<file path="config.mk">
export PLATFORM = sky130hd
export DESIGN_NAME = timer_count_controller
export DESIGN_NICKNAME = d
export VERILOG_FILES = /design/src/rtl/timer_pkg.sv /design/src/rtl/timer_prescaler.sv /design/src/rtl/timer_count_controller.sv
export SDC_FILE = /design/constraint.sdc
export NUM_CORES = 1
export LEC_CHECK = 0
export BUFFER_PORTS_ARGS = -buffer_cell sky130_fd_sc_hd__buf_2
export CAP_MARGIN = 10
export CORE_MARGIN = 3
export CORE_UTILIZATION = 49
export CTS_CLUSTER_DIAMETER = 60
export DETAILED_ROUTE_END_ITERATION = 8
export GPL_TIMING_DRIVEN = 0
export PLACE_DENSITY = 0.77
export SYNTH_ARGS = -nofsm -noshare
export SYNTH_HDL_FRONTEND = slang
export SYNTH_SLANG_ARGS = --single-unit
</file>
<file path="constraint.sdc">
create_clock -name SysClock -period 2.4 [get_ports SysClock]
set_clock_uncertainty 0.15 [all_clocks]
set_input_delay 0 -clock SysClock [delete_from_list [all_inputs] [get_ports SysClock]]
set_output_delay 0 -clock SysClock [all_outputs]
set_load 0.02 [all_outputs]
</file>
<file path="src/rtl/timer_pkg.sv">
// Shared encodings for the 8-bit timer counter controller.
// Flag count depends on TIMER_COMPARE_B_EN (adds the OCFB flag when defined).
package timer_pkg;

    localparam logic [2:0] CS_STOP      = 3'b000;
    localparam logic [2:0] CS_DIV1      = 3'b001;
    localparam logic [2:0] CS_DIV8      = 3'b010;
    localparam logic [2:0] CS_DIV64     = 3'b011;
    localparam logic [2:0] CS_DIV256    = 3'b100;
    localparam logic [2:0] CS_DIV1024   = 3'b101;
    localparam logic [2:0] CS_EXT_FALL  = 3'b110;
    localparam logic [2:0] CS_EXT_RISE  = 3'b111;

    localparam logic MODE_NORMAL = 1'b0;
    localparam logic MODE_CTC    = 1'b1;

    localparam int FLAG_TOV  = 0;
    localparam int FLAG_OCFA = 1;
    localparam int FLAG_OCFB = 2;

`ifdef TIMER_COMPARE_B_EN
    localparam int NUM_FLAGS = 3;
`else
    localparam int NUM_FLAGS = 2;
`endif

    typedef enum logic [1:0] {
        STOPPED = 2'd0,
        SYNC    = 2'd1,
        RUNNING = 2'd2
    } timer_state_t;

endpackage

</file>
<file path="src/rtl/timer_prescaler.sv">
// Count-source generation: free-running prescaler, external pin synchroniser
// with edge detection, and the tick mux selected by ClockSelect.
module timer_prescaler
    import timer_pkg::*;
#(
    parameter int PRESCALE_WIDTH = 10
) (
    input  logic       SysClock,
    input  logic       SysResetN,
    input  logic       Advance,
    input  logic       Restart,
    input  logic [2:0] ClockSelect,
    input  logic       ExtClockPin,
    output logic       Tick
);

    logic [PRESCALE_WIDTH-1:0] prescale_q;
    logic [1:0]                sync_q;
    logic                      edge_q;
    logic                      rise_q;
    logic                      fall_q;
    logic                      source_hit;

    always_ff @(posedge SysClock) begin
        if (!SysResetN) begin
            prescale_q <= '0;
        end else if (Restart) begin
            prescale_q <= '0;
        end else if (Advance) begin
            prescale_q <= prescale_q + PRESCALE_WIDTH'(1);
        end
    end

    // Edge pulses are registered so a tick lands three edges after the pin moves.
    always_ff @(posedge SysClock) begin
        if (!SysResetN) begin
            sync_q <= 2'b00;
            edge_q <= 1'b0;
            rise_q <= 1'b0;
            fall_q <= 1'b0;
        end else begin
            sync_q <= {sync_q[0], ExtClockPin};
            edge_q <= sync_q[1];
            rise_q <= sync_q[1] & ~edge_q;
            fall_q <= ~sync_q[1] & edge_q;
        end
    end

    always_comb begin
        source_hit = 1'b0;
        case (ClockSelect)
            CS_DIV1:     source_hit = 1'b1;
            CS_DIV8:     source_hit = &prescale_q[2:0];
            CS_DIV64:    source_hit = &prescale_q[5:0];
            CS_DIV256:   source_hit = &prescale_q[7:0];
            CS_DIV1024:  source_hit = &prescale_q[9:0];
            CS_EXT_FALL: source_hit = fall_q;
            CS_EXT_RISE: source_hit = rise_q;
            default:     source_hit = 1'b0;
        endcase
    end

    assign Tick = Advance & source_hit;

endmodule

</file>
<file path="src/rtl/timer_count_controller.sv">
// Timer counter sequencing: run-state FSM, compare/overflow evaluation, sticky
// flags and interrupt. TIMER_COMPARE_B_EN adds compare channel B (OCFB).
//
// state   | meaning
// STOPPED | ClockSelect is 000, no ticks
// SYNC    | one cycle after a source change, prescaler cleared, no tick
// RUNNING | ticks from the selected source
module timer_count_controller
    import timer_pkg::*;
#(
    parameter int BIT_WIDTH      = 8,
    parameter int PRESCALE_WIDTH = 10
) (
    input  logic                 SysClock,
    input  logic                 SysResetN,
    input  logic [2:0]           ClockSelect,
    input  logic                 TimerMode,
    input  logic [BIT_WIDTH-1:0] CompareA,
`ifdef TIMER_COMPARE_B_EN
    input  logic [BIT_WIDTH-1:0] CompareB,
`endif
    input  logic [BIT_WIDTH-1:0] CounterValue,
    input  logic                 ExtClockPin,
    input  logic                 ForceClear,
    input  logic [NUM_FLAGS-1:0] FlagClear,
    input  logic [NUM_FLAGS-1:0] IrqEnable,
    output logic                 CountEnable,
    output logic                 CounterClear,
    output logic                 OverflowFlag,
    output logic                 CompareFlagA,
`ifdef TIMER_COMPARE_B_EN
    output logic                 CompareFlagB,
`endif
    output logic                 TimerIrq
);

    localparam logic [BIT_WIDTH-1:0] COUNT_MAX = '1;

    timer_state_t          state_q;
    timer_state_t          state_d;
    logic [2:0]            cs_q;
    logic                  advance;
    logic                  restart;
    logic                  tick;
    logic                  match_a;
    logic                  at_max;
    logic                  ctc_hit;
    logic [NUM_FLAGS-1:0]  flag_set;
    logic [NUM_FLAGS-1:0]  flag_q;

    always_ff @(posedge SysClock) begin
        if (!SysResetN) begin
            state_q <= STOPPED;
            cs_q    <= CS_STOP;
        end else begin
            state_q <= state_d;
            cs_q    <= ClockSelect;
        end
    end

    // A source change while running is seen as ClockSelect != cs_q; that cycle
    // does not tick, and SYNC restarts the prescaler for the new source.
    always_comb begin
        state_d = state_q;
        advance = 1'b0;
        restart = 1'b0;
        case (state_q)
            STOPPED: begin
                if (ClockSelect != CS_STOP) state_d = SYNC;
            end
            SYNC: begin
                state_d = RUNNING;
                restart = 1'b1;
            end
            RUNNING: begin
                if (ClockSelect != cs_q) state_d = SYNC;
                else advance = ~ForceClear;
            end
            default: state_d = STOPPED;
        endcase
        if (ClockSelect == CS_STOP) state_d = STOPPED;
        if (ForceClear) restart = 1'b1;
    end

    timer_prescaler #(
        .PRESCALE_WIDTH(PRESCALE_WIDTH)
    ) u_prescaler (
        .SysClock    (SysClock),
        .SysResetN   (SysResetN),
        .Advance     (advance),
        .Restart     (restart),
        .ClockSelect (ClockSelect),
        .ExtClockPin (ExtClockPin),
        .Tick        (tick)
    );

    assign match_a = (CounterValue == CompareA);
    assign at_max  = (CounterValue == COUNT_MAX);
    assign ctc_hit = tick & (TimerMode == MODE_CTC) & match_a;

    assign CountEnable  = tick & ~ctc_hit;
    assign CounterClear = ForceClear | ctc_hit;

    always_comb begin
        flag_set            = '0;
        flag_set[FLAG_TOV]  = tick & at_max;
        flag_set[FLAG_OCFA] = tick & match_a;
`ifdef TIMER_COMPARE_B_EN
        flag_set[FLAG_OCFB] = tick & (CounterValue == CompareB);
`endif
    end

    // Set beats write-1-to-clear in the same cycle.
    always_ff @(posedge SysClock) begin
        if (!SysResetN) begin
            flag_q <= '0;
        end else begin
            flag_q <= (flag_q & ~FlagClear) | flag_set;
        end
    end

    assign OverflowFlag = flag_q[FLAG_TOV];
    assign CompareFlagA = flag_q[FLAG_OCFA];
`ifdef TIMER_COMPARE_B_EN
    assign CompareFlagB = flag_q[FLAG_OCFB];
`endif
    assign TimerIrq = |(flag_q & IrqEnable);

endmodule

</file>
# --- Yosys cells after proc, flatten, opt, wreduce, memory -nomap -nowiden ---
# Index checks and enable logic that the tools add are counted.
word_totals:
  reg_bits: 22
  out_inout_bits: 5
classes:
  n_bitwise: 18
  reduce_logical: 11
  muxes: 8
  n_addsub: 1
  eq_ne: 14
op_table:
  columns: ["op", "count"]
  rows:
  - ["3-bit == test, second input constant", 4]
  - ["10-bit by 1-bit adder with 10-bit output, second input constant", 1]
  - ["10-bit AND reduction", 1]
  - ["1-bit bitwise AND", 8]
  - ["8-bit == test", 1]
  - ["8-bit == test, second input constant", 1]
  - ["8-bit AND reduction", 1]
  - ["1-bit case mux with 7 select lines", 1]
  - ["3-bit by 2-bit == test with 1-bit output, second input constant", 2]
  - ["2-bit case mux with 3 select lines", 1]
  - ["6-bit AND reduction", 1]
  - ["2-bit OR reduction", 3]
  - ["1-bit inverter", 5]
  - ["2-bit bitwise AND", 2]
  - ["1-bit two-way mux", 4]
  - ["2-bit two-way mux", 2]
  - ["2-bit != test, second input constant", 2]
  - ["3-bit by 1-bit == test with 1-bit output, second input constant", 1]
  - ["3-bit zero test", 1]
  - ["3-bit != test", 1]
  - ["3-bit AND reduction", 1]
  - ["3-bit nonzero test", 1]
  - ["2-bit by 1-bit == test with 1-bit output, second input constant", 1]
  - ["2-bit == test, second input constant", 1]
  - ["other kinds (5)", 5]

# --- Longest topological paths before layout ---
# Gate-level depths: netlist (run 1).
depth:
  word_depth: 8
  depth_mapped: 7

# --- By module ---
# From an unflattened synthesis (run 1), not the netlist that was laid out.
hier_totals:
  hier_cells: 116
  area_unflattened_um2: 1096.1
by_module_without_submodules:
  columns: ["mod", "n_inst", "cells_per_inst", "seq_area_each_um2", "area_per_inst_um2"]
  rows:
  - ["timer_prescaler", 1, 71, 300.3, 690.7]
  - ["timer_count_controller", 1, 45, 140.1, 405.4]

# --- Worst setup path after synthesis (run 1) ---
# Ideal clock, no wire load.
synth_timing:
  path_type: "register -> output"
  start: "register state_q[0]"
  end: "output CounterClear"
  stages_incl_launch_ff: 7
  arrival_ns: 2.105
  slack_ns: 0.145
  required_ns: 2.250
  path_buffers: 2
  path_cell_list: "dfxtp_1 or3b_1 or4_1 buf_2 buf_2 a31o_1 o31ai_1"
synth_via:
  elab_chain_len: 6
synth_rtl:
  columns: ["item", "line", "text"]
  rows:
  - ["from (decl)", "timer_count_controller.sv:39", "timer_state_t state_q;"]
  - ["from (signal assigned)", "timer_count_controller.sv:56", "state_q <= state_d;"]
  - ["2-bit == test", "timer_count_controller.sv:67", "case (state_q)"]
  - ["1-bit two-way mux", "timer_count_controller.sv:67", null]
  - ["1-bit bitwise AND", "timer_prescaler.sv:63", "assign Tick = Advance & source_hit;"]
  - ["1-bit bitwise AND (2 in series)", "timer_count_controller.sv:99", "assign ctc_hit = tick & (TimerMode == MODE_CTC) & match_a;"]
  - ["1-bit bitwise OR", "timer_count_controller.sv:102", "assign CounterClear = ForceClear | ctc_hit;"]
  - ["to (decl)", "timer_count_controller.sv:28", "output logic CounterClear,"]
# No other way between the ends.

# --- Worst setup path after layout (run 1) ---
# Same ends and word-level chain as after synthesis.

==> results of run 1 <==
per-layer routing:
metal / GRT usage, % / share of wire [%] / vias up
met5: 0 / 0 / -
met4: 15.7 / 3.9 / 0
met3: 5.98 / 5.0 / 12
met2: 38.6 / 53 / 48
met1: 25.2 / 38 / 546
li1: - / - / 555
sequential cells by signal, indices dropped and copies added (netlist names):
register                flops
u_prescaler.prescale_q     10
cs_q                        3
flag_q                      2
state_q                     2
u_prescaler.sync_q          2
u_prescaler.edge_q          1
u_prescaler.fall_q          1
u_prescaler.rise_q          1
critical path: stages (launching register included):
cell	delay (ns)
dfxtp_2	0.34
or3b_1	0.37
or4_1	0.42
buf_6	0.15
a31o_4	0.23
o31ai_2	0.18
buf_4	0.17
report_power, final:
part,leakage (uW),internal [uW],total [uW],switching (uW)
Sequential,0.000180,374,378,3.99
Clock,0.0000279,169,288,118
Combinational,0.000412,53.2,101,47.8
Total,0.000620,596,766,170
cell usage in the layout (no fill, tap or decap), types with 6 or more instances in the layout:
cell type / Yosys / routed
a21oi_1: 9 / 9
buf_2: 2 / 29
dfxtp_1: 22 / 20
dlygate4sd3_1: 0 / 17
nand3_1: 8 / 8
nor2_1: 9 / 9
o21ai_0: 6 / 6
or3_1: 7 / 7
xor2_1: 11 / 11
through the flow:
stage | total power [uW] | instances | setup TNS, ns
after floorplan | 424 | 125 | 0
after global placement | 457 | 182 | 0
after detailed placement | 460 | 182 | 0
after CTS | 753 | 201 | 0
after global routing | 795 | 205 | -0.00701
final | 766 | 205 | 0
path summary, 6_finish.rpt:
| check | start | endpoint | slack (ns) | depth (start not counted) |
|---|---|---|---|---|
| max | state_q[0]$_SDFFE_PP0P_ | CounterClear | 0.06 | 6 |
| min | CompareA[0] | flag_q[1]$_SDFF_PN0_ | 0.08 | 5 |
| max reg2reg | state_q[0]$_SDFFE_PP0P_ | u_prescaler.prescale_q[7]$_SDFFE_PP0P_ | 0.12 | 6 |
| min reg2reg | u_prescaler.sync_q[1]$_SDFF_PN0_ | u_prescaler.fall_q$_SDFF_PN0_ | 0.26 | 1 |
kinds of logic after synthesis:
family / Yosys count / share of synthesized area, %
flops: 22 / 41.0
fa+ha+maj: 2 / 2.33
compound gates: 27 / 15.9
buf+inv: 10 / 3.85
simple gates: 52 / 27.2
xor+xnor: 12 / 9.79
layout make-up:
type / instances / area, sq um
fill: 142 / 489
multi-input combinational: 93 / 616
buffer: 4 / 23.8
clock buffer: 3 / 22.5
inverter: 5 / 18.8
timing repair buffer: 50 / 345
tap: 27 / 33.8
sequential: 22 / 443
clock inverter: 1 / 30.0
what timing repair did:
action / in CTS / in global routing
gates resized for setup: 2 / 7
setup buffers: 0 / 3
pin swaps: 0 / 1
hold buffers: 16 / 2
endpoints found under the hold margin: 11 / 1
endpoints found under the setup margin: 2 / 3
==> metrics.txt, run 1 <==
outcome=finished clean; Final Core Density=75.8%; Nets=209; dpl hpwl=1.78 mm; Critical Setup Path Class=reg2out; first-iteration detailed-routing DRC count=42; Wirelength per Cell=~15 um; wire length of the first global-routing pass=4.55 mm; CP Data Required Time=~2.3 ns; CORE AREA=between 2000 and 2500 sq um; routability congestion estimate=0.838; CTS sink cnt=22; GRT Util Overall=around 23%; pwr dens=around 500 nW/um^2; measured slew at the worst slew-check pin=0.854 ns; commonest cells in the synthesized netlist=dfxtp_1 (22), xor2_1 (11), a21oi_1 (9), nor2_1 (9), nand3_1 (8); Syn Nets=around 160; worst hold path class=in2reg; 1st-pass router iterations=4; Fmax=428 MHz; Post-synth EDFFs=0; count leader, synth=dfxtp_1; Netlist Area Pre-Place=1070 sq um; Fin. Hold Viols=0; largest net degree at the start of global routing=18; Final min period=2.34 ns; n_diodes=0; max_slew headroom=a little over two fifths; Final WS setup=0.0629 ns; worst-case clock buffer depth=2; TritonCTS buffer count=3; I/O Pins=33; Yosys reg bits=22; dominant cells by area after synthesis=dfxtp_1 (41%), xor2_1 (9.0%), a21oi_1 (4.2%), o31ai_1 (4.2%), or3_1 (4.1%); Remaining DRCs=0; Final period util=97.4%; most common flop cell mapped by yosys=dfxtp_1; average cell area after synthesis=8.59 sq um; initial core utilization=approximately 53%; register area share after synthesis=41.0%; DP Worst Slack=0.203 ns; Leak=0.000620 uW; cell taking the most area after synthesis=dfxtp_1; grt total ovfl=0; Synth async-reset ratio=0%; H-tree levels=1; synth warn=0; row count=16; Die Y-Extent=52.8 um; clock root cell=clkbuf_4; Port Buffers=30; drt total wl=3.08 mm; Clock transition at path regs=0.12 ns; Die W=52.8 um; count of cell types in the netlist=32; Max FO, Critical Path=6; vias in the first global route=1031; Vias/cell=roughly 5.7; clock latency at the later pin of the worst-skew pair=between 0.3 and 0.4 ns; RSZ-0062 raised after global routing=yes; Area growth syn-to-layout=42.8%; die area=2790 sq um; crit path capture type=primary output; fin. max-slew vios=0; Hold Slack=0.0815 ns; Via Count=1161; initial antenna violation count=0; share of layout cells above drive strength 1=26.4%; final instance area=1530 sq um; WP data arrival=2.19 ns; post-synth top area share=between 40% and 50%; final setup vio count=0; Cells after Synth=125; placed inst area=~1300 sq um; Startpoint Class=flip-flop; CTS tree=yes; worst vdd ir=572 uV; max_cap viols=0; antenna-violating nets left=0
Power figures use the tool's default switching activity.
==> inputs of run 2 (changes only) <==
--- a/config.mk
+++ b/config.mk
@@ -5,14 +5,16 @@
 export SDC_FILE = /design/constraint.sdc
 export NUM_CORES = 1
 export LEC_CHECK = 0
+export ABC_AREA = 1
 export BUFFER_PORTS_ARGS = -buffer_cell sky130_fd_sc_hd__buf_2
 export CAP_MARGIN = 10
 export CORE_MARGIN = 3
-export CORE_UTILIZATION = 49
+export CORE_UTILIZATION = 51
 export CTS_CLUSTER_DIAMETER = 60
 export DETAILED_ROUTE_END_ITERATION = 8
 export GPL_TIMING_DRIVEN = 0
-export PLACE_DENSITY = 0.77
+export HOLD_SLACK_MARGIN = 0.06
+export PLACE_DENSITY = 0.78
 export SYNTH_ARGS = -nofsm -noshare
 export SYNTH_HDL_FRONTEND = slang
 export SYNTH_SLANG_ARGS = --single-unit
==> run 2 against run 1 <==
  * Register-to-register slack better by 0.12 ns
  * Via count is 12% higher
  * Maximum frequency is 8.4% higher
  * Largest power group unchanged
==> metrics.txt, run 2 <==
commonest cells in the synthesized netlist=nand2_1 (67), inv_1 (35), nor2_1 (26); GRT Util Overall=19.5% (-3.6 points); Leak=0.000849 uW (+37%); largest net degree at the start of global routing=12 (-6); pwr dens=405 nW/um^2 (-19%); max_slew headroom=71.9% (+29 points); Startpoint Class=flip-flop; post-synth top area share=35.4% (-5.6 points); Post-CTS Setup Inserts=0 (unchanged); 1st-pass router iterations=4 (unchanged); Netlist Area Pre-Place=1240 sq um (+16%); CTS sink cnt=22 (unchanged); Area growth syn-to-layout=28.7%; Fin. Hold Viols=0 (unchanged); Logic pwr share=16.5% (+3.3 points); wire length of the first global-routing pass=4.94 mm (+8.5%); Nets=279 (+33%); Met1 Wirelength=1.25 mm (+6.2%); met3 WL=178 um (+16%); crit path capture type=flip-flop; dpl hpwl=1.88 mm (+5.6%); Synth async-reset ratio=0% (unchanged); Biggest register=u_prescaler.prescale_q; grt total ovfl=0 (unchanged); TritonCTS buffer count=3 (unchanged); largest registers=u_prescaler.prescale_q: 10 flops, cs_q: 3 flops; reg2reg setup slack=0.24 ns (+0.12 ns); Vias/cell=4.72 (-17%); outcome=finished clean; antenna-violating nets left=0 (unchanged); Multi-input gate area=647 sq um (+5.1%); count of cell types in the netlist=24 (-25%); top sig layer=met4; clock latency at the later pin of the worst-skew pair=0.30 ns (-0.02 ns); Fmax=464 MHz (+8.4%); drt total wl=2.76 mm (-10%); first-iteration detailed-routing DRC count=48 (+14%); Final Power=648 uW (-15%); Setup crit start=u_prescaler.prescale_q[0]$_SDFFE_PP0P_; n_diodes=0 (unchanged); share of layout cells above drive strength 1=18.6% (-7.8 points); Syn Nets=229 (+48%); vias in the first global route=1200 (+16%); Wirelength per Cell=10.0 um (-33%); Clock transition at path regs=0.12 ns (about the same); flip-flop count of the largest register after layout=10 (unchanged); clock network power share=25.3% (-12 points); worst hold path class=in2out; dominant cells by area after synthesis=dfxtp_1 (35%), nand2_1 (20%), inv_1 (11%), nor2_1 (7.9%), a21oi_1 (4.8%); cell taking the most area after synthesis=dfxtp_1; Die W=55.4 um (+4.8%); sequential cell area=442 sq um (-0.28%); CP Data Required Time=2.50 ns (+0.25 ns); P_sw=167 uW (-2.1%); measured slew at the worst slew-check pin=0.422 ns (-0.432 ns); CORE AREA=2250 sq um (+12%); WL met2=1.30 mm (-20%); most common flop cell mapped by yosys=dfxtp_1; R2R Path Start=u_prescaler.prescale_q[0]$_SDFFE_PP0P_; R2R depth=8 (+2); die area=3060 sq um (+9.9%); synth warn=0 (unchanged); H-tree levels=1 (unchanged); Post-synth EDFFs=0 (unchanged); register area share after synthesis=35.4% (-5.6 points); sequential power share=58.2% (+8.9 points); I/O Pins=33 (unchanged); CTS tree=yes; initial antenna violation count=0 (unchanged); routability congestion estimate=0.851 (+1.6%); clock root cell=clkbuf_4; Die Y-Extent=55.4 um (+4.8%); Via Count=1298 (+12%); most frequent cells in the layout=nand2_1 (67), inv_1 (35), buf_2 (31); max_cap viols=0 (unchanged); count leader, synth=nand2_1; Post-Route Setup TNS=0 ns (unchanged); row count=17 (+1); average cell area after synthesis=6.24 sq um (-27%); sw frac=25.7% (+3.5 points); Final period util=89.9% (-7.5 points); worst-case clock buffer depth=2 (unchanged); Cells after Synth=199 (+59%); Max FO, Critical Path=6 (unchanged); Yosys reg bits=22 (unchanged); commonest non-fill, non-tap cell in the layout=nand2_1; Remaining DRCs=0 (unchanged); WP data arrival=2.26 ns (+0.07 ns); critical path endpoint=flag_q[1]$_SDFF_PN0_; worst vdd ir=345 uV (-40%); final setup vio count=0 (unchanged); RSZ-0062 raised after global routing=no; initial core utilization=55.1% (+2.0 points); Final min period=2.16 ns (-0.181 ns); fin. max-slew vios=0 (unchanged); Filler cells=192 (+35%); Port Buffers=31 (+3.3%); FF-to-FF End=flag_q[1]$_SDFF_PN0_; Critical Setup Path Class=reg2reg; Pint=481 uW (-19%)
[run 2: cell types whose count changed after synthesis, sizes merged, moves of 4 or more]
cell	change
a21oi	+4
and2	-5
inv	+33
nand2	+63
nor2	+19
o31ai	-5
or3	-7
xor2	-8
[run 2: critical path: stages (launching register included)]
cell,delay [ns]
dfxtp_2,0.39
ha_1,0.18
nand3_1,0.17
nor2_2,0.20
nand2_1,0.06
nand2_1,0.14
nand4_4,0.13
a21oi_2,0.13
dlygate4sd3_1,0.55
[run 2: cell families (layout without fill, tap and decap cells)]
group,count (synthesis),in the layout,synth area share [%]
compound gates,21,21,9.97
xor+xnor,3,3,2.12
fa+ha+maj,2,2,2.01
buf+inv,40,88,12.7
flops,22,22,35.4
simple gates,111,111,37.8
[run 2: area by class of cell]
type                            count  share of cell area (%)
Buffer                              2                   0.939
Tap cell                           28                    2.19
Multi-Input combinational cell    137                    40.5
Timing Repair Buffer               45                    18.5
Inverter                           38                    8.92
Sequential cell                    22                    27.6
Clock buffer                        3                    1.41
[run 2: through the flow]
step	cell area [sq um]	cells	util, %	setup WS, ns	hold WS [ns]
after floorplan	1240	199	-	0.624	-0.0565
after global placement	1430	258	63.5	0.649	0.0344
after detailed placement	1430	258	63.5	0.638	0.0370
after CTS	1600	275	70.8	0.186	0.145
after global routing	1600	275	70.9	0.0483	0.170
final	1600	275	70.9	0.244	0.146
[run 2: worst min path at each step]
stage | from | end | slack (ns) | depth (start not counted)
floorplan | ClockSelect[0] | cs_q[0]$_SDFF_PN0_ | -0.06 | 2
global placement | ExtClockPin | u_prescaler.sync_q[0]$_SDFF_PN0_ | 0.03 | 3
detailed placement | ExtClockPin | u_prescaler.sync_q[0]$_SDFF_PN0_ | 0.04 | 3
CTS | TimerMode | CountEnable | 0.15 | 3
global route | TimerMode | CountEnable | 0.17 | 3
finish | TimerMode | CountEnable | 0.15 | 3
[run 2: power groups by stage]
stage	combinational (uW)	sequential (uW)	clock, uW
after global routing	122	378	182
after floorplan	50.7	384	0
after global placement	87.6	385	0
final	107	377	164
after CTS	104	377	165
after detailed placement	89.0	385	0
[run 2: metal layers]
metal	track usage (%)	vias to the layer above
li1	-	702
met1	25.0	550
met2	32.6	42
met3	3.97	4
met4	6.25	0
met5	0	-
[run 2: what timing repair did]
item	in CTS	in global routing
hold buffers	14	0
endpoints found under the setup margin	0	2
hold endpoints to repair	18	0
gates resized for setup	0	2
